[src/rtl/ext_pkg.sv]
// ext_pkg: shared definitions for the immediate-extension pipeline stage.
//   ext_op_e      - 2-bit extension mode (zero / sign / upper / branch)
//   FifoDepth     - number of output buffer entries
//   imm_width_ok  - legal-parameter predicate used at elaboration
package ext_pkg;

    typedef enum logic [1:0] {
        EXT_ZERO   = 2'b00,
        EXT_SIGN   = 2'b01,
        EXT_UPPER  = 2'b10,
        EXT_BRANCH = 2'b11
    } ext_op_e;

    localparam int unsigned FifoDepth = 2;

    // The branch mode needs two spare bits above the sign-extended immediate.
    function automatic bit imm_width_ok(int unsigned imm_w, int unsigned out_w);
        return (imm_w >= 1) && (imm_w + 2 <= out_w);
    endfunction

endpackage

[src/rtl/ext_pipe_unit_if.sv]
// ext_pipe_unit_if: valid/ready handshake bundle for the extension stage.
//   Input side : in_valid, in_ready, in_imm, in_mode, in_tag
//   Output side: out_valid, out_ready, out_data, out_tag, out_count
//   modport master - producer/consumer environment driving the unit
//   modport slave  - the extension unit itself
interface ext_pipe_unit_if #(
    parameter int unsigned IMM_WIDTH = 16,
    parameter int unsigned OUT_WIDTH = 32,
    parameter int unsigned TAG_WIDTH = 5
);
    import ext_pkg::*;

    logic                 in_valid;
    logic                 in_ready;
    logic [IMM_WIDTH-1:0] in_imm;
    ext_op_e              in_mode;
    logic [TAG_WIDTH-1:0] in_tag;
    logic                 out_valid;
    logic                 out_ready;
    logic [OUT_WIDTH-1:0] out_data;
    logic [TAG_WIDTH-1:0] out_tag;
    logic [1:0]           out_count;

    modport master (
        output in_valid, in_imm, in_mode, in_tag, out_ready,
        input  in_ready, out_valid, out_data, out_tag, out_count
    );

    modport slave (
        input  in_valid, in_imm, in_mode, in_tag, out_ready,
        output in_ready, out_valid, out_data, out_tag, out_count
    );

endinterface

[src/rtl/ext_core.sv]
// ext_core: purely combinational immediate extender.
//   imm  - IMM_WIDTH-bit raw immediate
//   mode - extension mode (ext_op_e)
//   data - OUT_WIDTH-bit extended operand
module ext_core
    import ext_pkg::*;
#(
    parameter int unsigned IMM_WIDTH = 16,
    parameter int unsigned OUT_WIDTH = 32
) (
    input  logic [IMM_WIDTH-1:0] imm,
    input  ext_op_e              mode,
    output logic [OUT_WIDTH-1:0] data
);

    localparam int unsigned PadWidth = OUT_WIDTH - IMM_WIDTH;

    logic [OUT_WIDTH-1:0] zext;
    logic [OUT_WIDTH-1:0] sext;

    assign zext = {{PadWidth{1'b0}}, imm};
    assign sext = {{PadWidth{imm[IMM_WIDTH-1]}}, imm};

    always_comb begin
        data = zext;
        case (mode)
            EXT_ZERO:   data = zext;
            EXT_SIGN:   data = sext;
            EXT_UPPER:  data = {imm, {PadWidth{1'b0}}};
            // Top two sign bits fall off; the offset becomes word-aligned.
            EXT_BRANCH: data = {sext[OUT_WIDTH-3:0], 2'b00};
        endcase
    end

endmodule

[src/rtl/ext_pipe_unit.sv]
// ext_pipe_unit: registered immediate-extension stage with a 2-entry output FIFO.
//   clk   - rising-edge clock
//   rst_n - synchronous active-low reset (clears count, pointer and storage)
//   flush - synchronous discard of all buffered entries; beats push and pop
//   bus   - ext_pipe_unit_if.slave: input handshake (imm/mode/tag) and
//           output handshake (data/tag/count)
module ext_pipe_unit
    import ext_pkg::*;
#(
    parameter int unsigned IMM_WIDTH = 16,
    parameter int unsigned OUT_WIDTH = 32,
    parameter int unsigned TAG_WIDTH = 5
) (
    input logic            clk,
    input logic            rst_n,
    input logic            flush,
    ext_pipe_unit_if.slave bus
);

    if (!imm_width_ok(IMM_WIDTH, OUT_WIDTH)) begin : g_bad_params
        $error("ext_pipe_unit: IMM_WIDTH must lie in 1..OUT_WIDTH-2");
    end

    logic [OUT_WIDTH-1:0] ext_data;
    logic [OUT_WIDTH-1:0] data_q [FifoDepth];
    logic [TAG_WIDTH-1:0] tag_q  [FifoDepth];
    logic                 head_q;
    logic [1:0]           count_q;

    logic in_ready;
    logic out_valid;
    logic push;
    logic pop;
    logic tail;

    ext_core #(
        .IMM_WIDTH (IMM_WIDTH),
        .OUT_WIDTH (OUT_WIDTH)
    ) u_core (
        .imm  (bus.in_imm),
        .mode (bus.in_mode),
        .data (ext_data)
    );

    // in_ready depends on registers only, so out_ready never reaches it.
    assign in_ready  = (count_q != 2'd2);
    assign out_valid = (count_q != 2'd0);
    assign push      = bus.in_valid && in_ready;
    assign pop       = out_valid && bus.out_ready;
    // Write slot is head + count (mod 2); only used while count < 2.
    assign tail      = head_q ^ count_q[0];

    always_ff @(posedge clk) begin
        if (!rst_n) begin
            count_q <= 2'd0;
            head_q  <= 1'b0;
            for (int i = 0; i < FifoDepth; i++) begin
                data_q[i] <= '0;
                tag_q[i]  <= '0;
            end
        end else if (flush) begin
            count_q <= 2'd0;
            head_q  <= 1'b0;
        end else begin
            if (push) begin
                data_q[tail] <= ext_data;
                tag_q[tail]  <= bus.in_tag;
            end
            if (pop) begin
                head_q <= ~head_q;
            end
            count_q <= count_q + {1'b0, push} - {1'b0, pop};
        end
    end

    assign bus.in_ready  = in_ready;
    assign bus.out_valid = out_valid;
    assign bus.out_data  = data_q[head_q];
    assign bus.out_tag   = tag_q[head_q];
    assign bus.out_count = count_q;

endmodule

[src/flat_wrapper.sv]
// flat-port wrapper written by rule: the top's interface ports become plain ports
module ext_pipe_unit_flat import ext_pkg::*;
#(
    parameter int unsigned IMM_WIDTH = 16,
    parameter int unsigned OUT_WIDTH = 32,
    parameter int unsigned TAG_WIDTH = 5
)
  (clk, rst_n, flush, bus_in_valid, bus_in_imm, bus_in_mode, bus_in_tag, bus_out_ready, bus_in_ready, bus_out_valid, bus_out_data, bus_out_tag, bus_out_count);
  ext_pipe_unit_if #(.IMM_WIDTH(IMM_WIDTH), .OUT_WIDTH(OUT_WIDTH), .TAG_WIDTH(TAG_WIDTH)) bus_i ();
  input logic clk;
  input logic rst_n;
  input logic flush;
  input wire logic [$bits(bus_i.in_valid)-1:0] bus_in_valid;
  input wire logic [$bits(bus_i.in_imm)-1:0] bus_in_imm;
  input wire logic [$bits(bus_i.in_mode)-1:0] bus_in_mode;
  input wire logic [$bits(bus_i.in_tag)-1:0] bus_in_tag;
  input wire logic [$bits(bus_i.out_ready)-1:0] bus_out_ready;
  output wire logic [$bits(bus_i.in_ready)-1:0] bus_in_ready;
  output wire logic [$bits(bus_i.out_valid)-1:0] bus_out_valid;
  output wire logic [$bits(bus_i.out_data)-1:0] bus_out_data;
  output wire logic [$bits(bus_i.out_tag)-1:0] bus_out_tag;
  output wire logic [$bits(bus_i.out_count)-1:0] bus_out_count;
  assign bus_i.in_valid = bus_in_valid;
  assign bus_i.in_imm = bus_in_imm;
  assign bus_i.in_mode = bus_in_mode;
  assign bus_i.in_tag = bus_in_tag;
  assign bus_i.out_ready = bus_out_ready;
  assign bus_in_ready = bus_i.in_ready;
  assign bus_out_valid = bus_i.out_valid;
  assign bus_out_data = bus_i.out_data;
  assign bus_out_tag = bus_i.out_tag;
  assign bus_out_count = bus_i.out_count;
  ext_pipe_unit #(.IMM_WIDTH(IMM_WIDTH), .OUT_WIDTH(OUT_WIDTH), .TAG_WIDTH(TAG_WIDTH)) u_core (.clk(clk), .rst_n(rst_n), .flush(flush), .bus(bus_i));
endmodule
[config.mk]
export PLATFORM = sky130hd
export DESIGN_NAME = ext_pipe_unit_flat
export DESIGN_NICKNAME = d
export VERILOG_FILES = /design/src/rtl/ext_pkg.sv /design/src/rtl/ext_pipe_unit_if.sv /design/src/rtl/ext_core.sv /design/src/rtl/ext_pipe_unit.sv /design/src/flat_wrapper.sv
export SDC_FILE = /design/constraint.sdc
export NUM_CORES = 1
export LEC_CHECK = 0
export ABC_AREA = 1
export BUFFER_PORTS_ARGS = -buffer_cell sky130_fd_sc_hd__buf_2
export CAP_MARGIN = 20
export CORE_AREA = 2 2 167 87
export CTS_CLUSTER_DIAMETER = 60
export DETAILED_ROUTE_END_ITERATION = 6
export DIE_AREA = 0 0 169 89
export SLEW_MARGIN = 25
export SYNTH_ARGS = -nofsm -noshare
export SYNTH_HDL_FRONTEND = slang
export SYNTH_HIERARCHICAL = 1
export SYNTH_SLANG_ARGS = --single-unit
[constraint.sdc]
create_clock -name clk -period 4.1 [get_ports clk]
set_input_delay 0.82 -clock clk [delete_from_list [all_inputs] [get_ports clk]]
set_output_delay 0.82 -clock clk [all_outputs]
set_load 0.1 [all_outputs]
Yosys cells after proc, flatten, opt, wreduce, memory -nomap -nowiden. Memories as Yosys holds them, arrays and structs flattened. A register that Yosys moved wholly into a read port is not among the register bits. Index checks and enable logic that the tools add are counted.

Flip-flop bits (word level): 3. RAM bits: 74. Bits of input ports: 28. Output and inout port bits: 41. Logic and storage cells: 36. Memories kept: 2.

Memories: u_core.data_q (depth 2, bits a word 32, rd ports 1, clocked after memory_dff 1, wr ports 2, RTL line ext_pipe_unit.sv:25) `logic [OUT_WIDTH-1:0] data_q [FifoDepth];`; u_core.tag_q (depth 2, bits a word 5, rd ports 1, clocked after memory_dff 1, wr ports 2, RTL line ext_pipe_unit.sv:26) `logic [TAG_WIDTH-1:0] tag_q [FifoDepth];`.

$add $sub $neg: 2. Equality and inequality tests: 4. Multiplexer cells: 16. Bitwise gates (word level): 3. Reduce and logical (&&, ||, !) cells: 7.

Operators by type and width (number): $pmux 32 s4 (1); $mux 32 (1); $reduce_or 32->1 (1); $mux 1 (13); $mux 5 (1); $reduce_or 5->1 (1); $eq 2x2->1 const B (2); $add 2x1->2 (1); $eq 2x1->1 const B (1); $logic_and 1x1->1 (2); $logic_not 2->1 (1); $ne 2x2->1 const B (1); $not 1->1 (2); $reduce_bool 2->1 (1); $reduce_or 2->1 (1); $sub 2x1->2 (1); $xor 1x1->1 (1).

Logic depth before layout (Yosys ltp). Gate-level depths: netlist of the first run.

Depth after elaboration: 8. Mapped depth: 12. Gate-level depth less buffers: 12.

By module. The synthesis of the first run kept the hierarchy.

By module, submodules not included: ext_pipe_unit (instances 1, cells each 279, area an instance 3563.4 µm², sequential area each 2302.2 µm²); ext_core (instances 1, cells each 75, area an instance 434.2 µm², sequential area each 0.0 µm²).

Worst setup path after synthesis of the first run. Ideal clock, no wire load.

Path type: register to register. From: reg u_core.count_q[0] (netlist: u_core/bus.out_count[0]). To: mem u_core.data_q[1][0] (enable). Setup time: 395 ps. Arrival: 2578 ps. Required time: 3705 ps. Path slack: 1127 ps. Cell stages (with the launch flop): 7. Path buffers: 2. Clock period less this slack: 2973 ps. Path through: dfxtp_1 inv_2 a21oi_4 nand3_2 buf_6 buf_12 nand2_1.

RTL lines: from (decl) (RTL line ext_pipe_unit.sv:28) `logic [1:0] count_q;`; from (signal assigned) (RTL line ext_pipe_unit.sv:72) `count_q <= count_q + {1'b0, push} - {1'b0, pop};`; to (decl) (RTL line ext_pipe_unit.sv:25).

==> PnR_summary.wiki, run 1 <==
{| class="wikitable"
! Metric !! Value
|-
| Power density cells || 455 nW/um2
|-
| Critical path arrival || 2010 ps
|-
| Antenna diodes || 0
|-
| Setup slack after layout || 1270 ps
|-
| Final setup TNS || 0 ps
|-
| Fraction of layout cells with a size suffix above 1 || 43.2%
|-
| Area of all sequential standard cells || 2300 um2
|-
| Reg2Reg Capture Point || u_core/data_q[0][30]
|-
| Setup Fix Bufs, Post-CTS || 0
|-
| Clock slew seen by the registers of the worst setup and hold paths || 50 ps
|-
| Antenna violations before repair || 2
|-
| Critical-path maximum fanout || 37
|-
| Crit path buf inv count || 1
|-
| Clk_lat worst skew || 330 ps
|-
| Deepest clock path buffer count || 2
|-
| Outcome || completed
|-
| Via count || 2,539
|-
| Largest area contributor in the netlist || sky130_fd_sc_hd__edfxtp_1
|-
| Time the final worst path needs with I/O delays and setup || 2830 ps
|-
| Sequential cell area fraction in the yosys report || 57.6%
|-
| Setup slack of the most critical reg-to-reg path || 2190 ps
|-
| Worst-path cell with the longest stage delay || sky130_fd_sc_hd__dfxtp_2
|-
| Final-report max-slew violation count || 0
|-
| Global placer's final weighted congestion || 0.730
|-
| Setup clock skew after layout || 4.67 ps
|-
| Final clock period utilization by the worst path || 69.0%
|-
| Sequential share of power || 43.0%
|-
| Avg WL per Cell || 13.3 um
|-
| Number of clock sinks || 78
|-
| Via count of the first global-routing pass || 2,487
|-
| Max Cap Viol || 0
|-
| Count of unresolved DRC violations after routing || 0
|-
| DRT antenna net count || 0
|-
| Effective utilization at floorplan || 29.7%
|-
| Maximum clock frequency || 353 MHz
|-
| Remaining Overflow, GRT || 0
|-
| Die Height || 89 um
|-
| Path class of the lowest-slack min-delay path || register to register
|-
| Yosys Warn Count || 6
|-
| Layout overhead on the synthesized area || 18.7%
|-
| Count of fill cells added during filler insertion || 1,347
|-
| Via-to-Cell Ratio || 4.23
|-
| Global Route Usage Sum || 11.1%
|-
| Die footprint || 15,000 um2
|-
| Area of the core || 13,400 um2
|-
| Source of the worst register-to-register timing path || u_core/bus.out_count[0]
|-
| Total nets after synthesis || 384
|-
| Placed wire-length estimate || 5350 um
|-
| Number of nets in the final layout || 449
|-
| Setup Crit Path Kind || register to output pin
|-
| Worst R2R Path Depth || 4
|-
| Worst slew margin relative to its limit || 36.0%
|-
| Setup crit start kind || register
|-
| Relative contribution of combinational cells to total power || 18.7%
|-
| Power Internal || 1.52 mW
|-
| Multi-input logic area || 1310 um2
|-
| LEAKAGE || 2.01 nW
|-
| Synth Register Bits || 78
|-
| Worst vdd ir || 0.177 mV
|-
| Final number of setup-violating endpoints || 0
|-
| Most common cell after layout, fill and taps aside || sky130_fd_sc_hd__edfxtp_1
|-
| Top-level port count || 69
|-
| Leading cell types in the layout, fill and taps excluded || 74 x sky130_fd_sc_hd__edfxtp_1, 68 x sky130_fd_sc_hd__buf_2, 60 x sky130_fd_sc_hd__inv_1
|-
| Delay of the slowest cell on the worst path || 920 ps
|-
| RSZ-0062 raised after global routing || false
|-
| Cell types with the largest area share after synthesis || sky130_fd_sc_hd__edfxtp_1 56%, sky130_fd_sc_hd__mux2_2 10%, sky130_fd_sc_hd__inv_1 5.6%, sky130_fd_sc_hd__nor2_1 5.1%, sky130_fd_sc_hd__o21ai_2 4.4%
|-
| Clk root buf || sky130_fd_sc_hd__clkbuf_16
|-
| Row count || 30
|-
| Unique cell type count in the Yosys netlist || 21
|-
| Clock tree from TritonCTS || yes
|-
| Violation count after the first detailed-route iteration || 103
|-
| Number of buffers created by CTS || 9
|-
| Maximum number of pins on one net before global-route repair || 38
|-
| Worst Tran Pin Value || 956 ps
|-
| Netlist area before placement || 4000 um2
|-
| Largest delay contributor family on the critical path || flip-flops
|-
| Switching fraction of total power || 29.7%
|-
| Count of hold-fix buffers inserted at cts || 0
|-
| Switching power of the nets || 0.641 mW
|-
| First-pass GRT wire length || 12,500 um
|-
| Wire length reported by the detailed router || 7970 um
|-
| Clock network fraction of design power || 38.2%
|-
| Input/output buffers || 68
|-
| Post-synthesis cell count || 354
|-
| Area share of the largest cell type after synthesis || 55.6%
|-
| Average instance area after synthesis || 11.3 um2
|-
| Number of instances resized during post-cts repair || 0
|-
| Cell depth of the worst hold path || 2
|-
| Hold violation count in the final report || 0
|-
| Launch instance of the worst min-delay path || u_core/head_q
|-
| Pre-CTS setup slack || 1590 ps
|-
| Die extent in x || 169 um
|-
| Critical path data required time || 3280 ps
|-
| Cells along the critical path || mux2_2 > buf_2
|-
| H-Tree Depth || 3
|-
| Crit end category || output pin
|-
| Number of search-and-repair iterations in the first detailed-routing pass || 4
|}
stage by stage:
step | total power [mW] | cells | util, % | hold slack, ps | area, um2
6_report | 2.16 | 600 | 35.3 | 594 | 4740
5_1_grt | 2.24 | 600 | 35.3 | 651 | 4740
4_1_cts | 2.18 | 600 | 35.3 | 590 | 4740
3_5_place_dp | 1.36 | 584 | 33.0 | 584 | 4430
3_3_place_gp | 1.35 | 584 | 33.0 | 572 | 4430
2_1_floorplan | 1.29 | 354 | - | 538 | 4000
worst min-delay path, stage by stage, from the launching register on:
cell	delay (ps)
sky130_fd_sc_hd__dfxtp_1	350
sky130_fd_sc_hd__nor2_1	150
sky130_fd_sc_hd__nor2_1	60
power by group through the flow:
stage,Clock [mW],Sequential (mW),Combinational (mW)
finish,0.826,0.930,0.404
global route,0.879,0.935,0.428
CTS,0.841,0.931,0.409
detailed placement,0,0.948,0.408
global placement,0,0.947,0.407
floorplan,0,0.947,0.340
how the worst max path moves through the flow:
stage / from / to / cells after the start
final: register / bus_out_data[12] / 2
after global routing: register / bus_out_data[12] / 2
after CTS: register / bus_out_data[12] / 2
after detailed placement: register / bus_out_data[12] / 2
after global placement: register / bus_out_data[12] / 2
after floorplan: u_core/bus.out_count[0] / u_core/data_q[1][0] / 6
sequential cells by signal (all words and copies together), names as in the netlist, named ones only:
register / flops
u_core/data_q: 64
u_core/head_q: 1
u_core/bus.out_count: 2
u_core/tag_q: 10
cell usage after synthesis, drive strengths merged:
master and count:
nor2 84, edfxtp 74, inv 63, mux2 37, nand2 36, o21ai 27, buf 17, nand3 8
dfxtp 4, ha 2, a21oi 1, nor3b 1
final cells by class:
cell class                 count  area share [%]
sequential                    78            48.5
multi-input combinational    196            27.6
timing repair buffer          71            7.65
inverter                      63            4.98
clock buffer                   9            4.75
tap                          176            4.64
clock inverter                 7            1.85
layer usage:
layer  GRT usage (%)  vias to the layer above  wire length, um
met5               0                        -               13
met4            4.20                        2              141
met3            3.50                       13              368
met2            20.9                       42             4170
met1            12.2                     1210             3270
li1                -                     1272                -
cells by family after synthesis:
kind of cell	count (synthesis)	share of synthesized area (%)
adder cells (fa/ha/maj)	2	0.626
AND/OR/NAND/NOR	129	15.9
buffers and inverters	80	9.80
AO/OA/AOI/OAI	28	5.67
flip-flops	78	57.6
multiplexers	37	10.4
Note: power is estimated with default switching activity, not from simulation.
==> run 2: changes to the inputs <==
- clock period: 4.1 -> 2.4 ns (I/O delays scaled with it)
==> PnR_summary.wiki, run 2 (same netlist as run 1, synthesis figures left out) <==
{| class="wikitable"
! Metric !! Value
|-
| DRT antenna net count || 0 (unchanged)
|-
| Antenna violations before repair || 2 (unchanged)
|-
| Leading cell types in the layout, fill and taps excluded || 74 x sky130_fd_sc_hd__edfxtp_1, 60 x sky130_fd_sc_hd__inv_1, 54 x sky130_fd_sc_hd__nor2_1 (was 74 x sky130_fd_sc_hd__edfxtp_1, 68 x sky130_fd_sc_hd__buf_2, 60 x sky130_fd_sc_hd__inv_1)
|-
| Clk_lat worst skew || 320 ps (was 330 ps)
|-
| Maximum clock frequency || 452 MHz
|-
| Via count || 2,591 (was 2,539)
|-
| Clk root buf || sky130_fd_sc_hd__clkbuf_16 (unchanged)
|-
| Worst Tran Pin Value || 659 ps (was 956 ps)
|-
| Power density cells || 690 nW/um2 (was 455 nW/um2)
|-
| RSZ-0062 raised after global routing || false (unchanged)
|-
| Path class of the lowest-slack min-delay path || input pin to register (was register to register)
|-
| Source of the worst register-to-register timing path || u_core/bus.out_count[0] (unchanged)
|-
| Critical path arrival || 1730 ps (was 2010 ps)
|-
| Die Height || 89 um (unchanged)
|-
| First-pass GRT wire length || 13,500 um (was 12,500 um)
|-
| Remaining Overflow, GRT || 0 (unchanged)
|-
| Number of search-and-repair iterations in the first detailed-routing pass || 4 (unchanged)
|-
| Launch instance of the worst min-delay path || flush (was u_core/head_q)
|-
| Worst setup endpoint || bus_out_tag[3] (was bus_out_data[12])
|-
| LEAKAGE || 2.16 nW (was 2.01 nW)
|-
| Final-report max-slew violation count || 0 (unchanged)
|-
| Setup Fix Bufs, Post-CTS || 0 (unchanged)
|-
| Number of buffers created by CTS || 9 (unchanged)
|-
| Input/output buffers || 68 (unchanged)
|-
| Most common cell after layout, fill and taps aside || sky130_fd_sc_hd__edfxtp_1 (unchanged)
|-
| Die footprint || 15,000 um2 (unchanged)
|-
| Setup crit start kind || register (unchanged)
|-
| Final number of setup-violating endpoints || 0 (unchanged)
|-
| Violation count after the first detailed-route iteration || 119 (was 103)
|-
| Switching power of the nets || 1.11 mW (was 0.641 mW)
|-
| Worst Hold Margin || 342 ps (was 594 ps)
|-
| Fraction of layout cells with a size suffix above 1 || 44.3% (was 43.2%)
|-
| Area of the core || 13,400 um2 (unchanged)
|-
| Outcome || completed (unchanged)
|-
| Power Internal || 2.53 mW (was 1.52 mW)
|-
| Via count of the first global-routing pass || 2,665 (was 2,487)
|-
| Worst slew margin relative to its limit || 56.1% (was 36.0%)
|-
| Final setup TNS || 0 ps (unchanged)
|-
| Setup Crit Path Kind || register to output pin (unchanged)
|-
| Layout overhead on the synthesized area || 31.9% (was 18.7%)
|-
| Worst vdd ir || 0.300 mV (was 0.177 mV)
|-
| Deepest clock path buffer count || 2 (unchanged)
|-
| Row count || 30 (unchanged)
|-
| Count of placed standard cells in the final layout, fillers left out || 604 (was 600)
|-
| Number of instances in the placed design || 587 (was 584)
|-
| Time the final worst path needs with I/O delays and setup || 2210 ps
|-
| Hold violation count in the final report || 0 (unchanged)
|-
| Worst R2R Path Depth || 12 (was 4)
|-
| Reg2Reg Capture Point || u_core/bus.out_count[1] (was u_core/data_q[0][30])
|-
| Max Cap Viol || 0 (unchanged)
|-
| Setup slack of the most critical reg-to-reg path || 770 ps (was 2190 ps)
|-
| Setup clock skew after layout || 5.18 ps (was 4.67 ps)
|-
| Count of unresolved DRC violations after routing || 0 (unchanged)
|-
| Crit end category || output pin (unchanged)
|-
| Number of flip-flops in the largest register || 64 (unchanged)
|-
| Final clock period utilization by the worst path || 92.2%
|-
| Switching fraction of total power || 30.6% (was 29.7%)
|-
| Wire length reported by the detailed router || 8330 um (was 7970 um)
|-
| Effective utilization at floorplan || 29.7% (unchanged)
|-
| Number of clock sinks || 78 (unchanged)
|-
| Number of instances resized during post-cts repair || 0 (unchanged)
|-
| Via-to-Cell Ratio || 4.29 (was 4.23)
|-
| Die extent in x || 169 um (unchanged)
|-
| Critical-path maximum fanout || 17 (was 37)
|-
| Top-level port count || 69 (unchanged)
|-
| Global Route Usage Sum || 11.7% (was 11.1%)
|-
| Maximum number of pins on one net before global-route repair || 38 (unchanged)
|-
| Relative contribution of combinational cells to total power || 23.7% (was 18.7%)
|-
| Clock network fraction of design power || 32.8% (was 38.2%)
|-
| Sequential share of power || 43.5% (was 43.0%)
|-
| Number of nets in the final layout || 452 (was 449)
|-
| H-Tree Depth || 3 (unchanged)
|-
| Global placer's final weighted congestion || 0.737 (was 0.730)
|-
| Most flops, register || u_core/data_q (unchanged)
|-
| Clock slew seen by the registers of the worst setup and hold paths || 60 ps (was 50 ps)
|-
| Avg WL per Cell || 13.8 um (was 13.3 um)
|-
| Count of hold-fix buffers inserted at cts || 0 (unchanged)
|-
| Placed wire-length estimate || 5720 um (was 5350 um)
|-
| Clock tree from TritonCTS || yes (unchanged)
|-
| Critical path data required time || 1920 ps (was 3280 ps)
|}
## run 2: changes by cell type in the layout (fill, tap and decap cells not counted), sizes merged
| cell | before | now |
|---|---|---|
| clkinvlp | 1 | 2 |
| bufinv | 2 | 0 |
| clkbuf | 9 | 10 |
| diode | 0 | 1 |
| clkinv | 3 | 4 |
| inv | 64 | 63 |
| buf | 71 | 74 |
## run 2: through the flow
stage	worst slack (ps)	total power, mW	util, %	cell area [um2]
5_1_grt	120	3.78	39.2	5270
2_1_floorplan	2.03	2.20	-	4000
4_1_cts	153	3.68	39.2	5270
3_5_place_dp	507	2.48	37.2	5000
6_report	187	3.64	39.2	5270
3_3_place_gp	518	2.48	37.2	5000
## run 2: cell type report
| class | instances | area (um2) |
|---|---|---|
| clock inverter | 6 | 38.8 |
| timing repair buffer | 74 | 933 |
| inverter | 63 | 236 |
| tap | 176 | 220 |
| clock buffer | 10 | 229 |
| antenna | 1 | 2.50 |
| fill | 1307 | 8160 |
| sequential | 78 | 2300 |
| multi-input combinational | 196 | 1310 |
## run 2: worst min-delay path by stage
stage	to	slack (ps)	depth (start not counted)
2_1_floorplan	register	540	2
3_3_place_gp	u_core/head_q	570	2
3_5_place_dp	u_core/bus.out_count[1]	590	2
4_1_cts	u_core/bus.out_count[0]	330	2
5_1_grt	u_core/bus.out_count[0]	340	2
6_report	u_core/bus.out_count[0]	340	2
## run 2: layer usage
layer  track usage [%]  vias to the layer above  routed length (um)
met5                 0                        -                  16
met4              3.03                        2                  70
met3              2.57                        9                 200
met2              22.4                       29                4470
met1              13.7                     1267                3570
li1                  -                     1284                   -
## run 2: worst max-delay path, cell delays in order (launching register included)
cell and delay [ps]:
sky130_fd_sc_hd__dfxtp_2 560, sky130_fd_sc_hd__buf_12 210, sky130_fd_sc_hd__mux2_2 340, sky130_fd_sc_hd__buf_2 290
## run 2: power groups by stage
| stage | registers, mW | clock network, mW | logic (mW) |
|---|---|---|---|
| final | 1.58 | 1.19 | 0.863 |
| after global routing | 1.59 | 1.28 | 0.910 |
| after CTS | 1.59 | 1.22 | 0.873 |
| after detailed placement | 1.61 | 0 | 0.870 |
| after global placement | 1.61 | 0 | 0.867 |
| after floorplan | 1.62 | 0 | 0.581 |
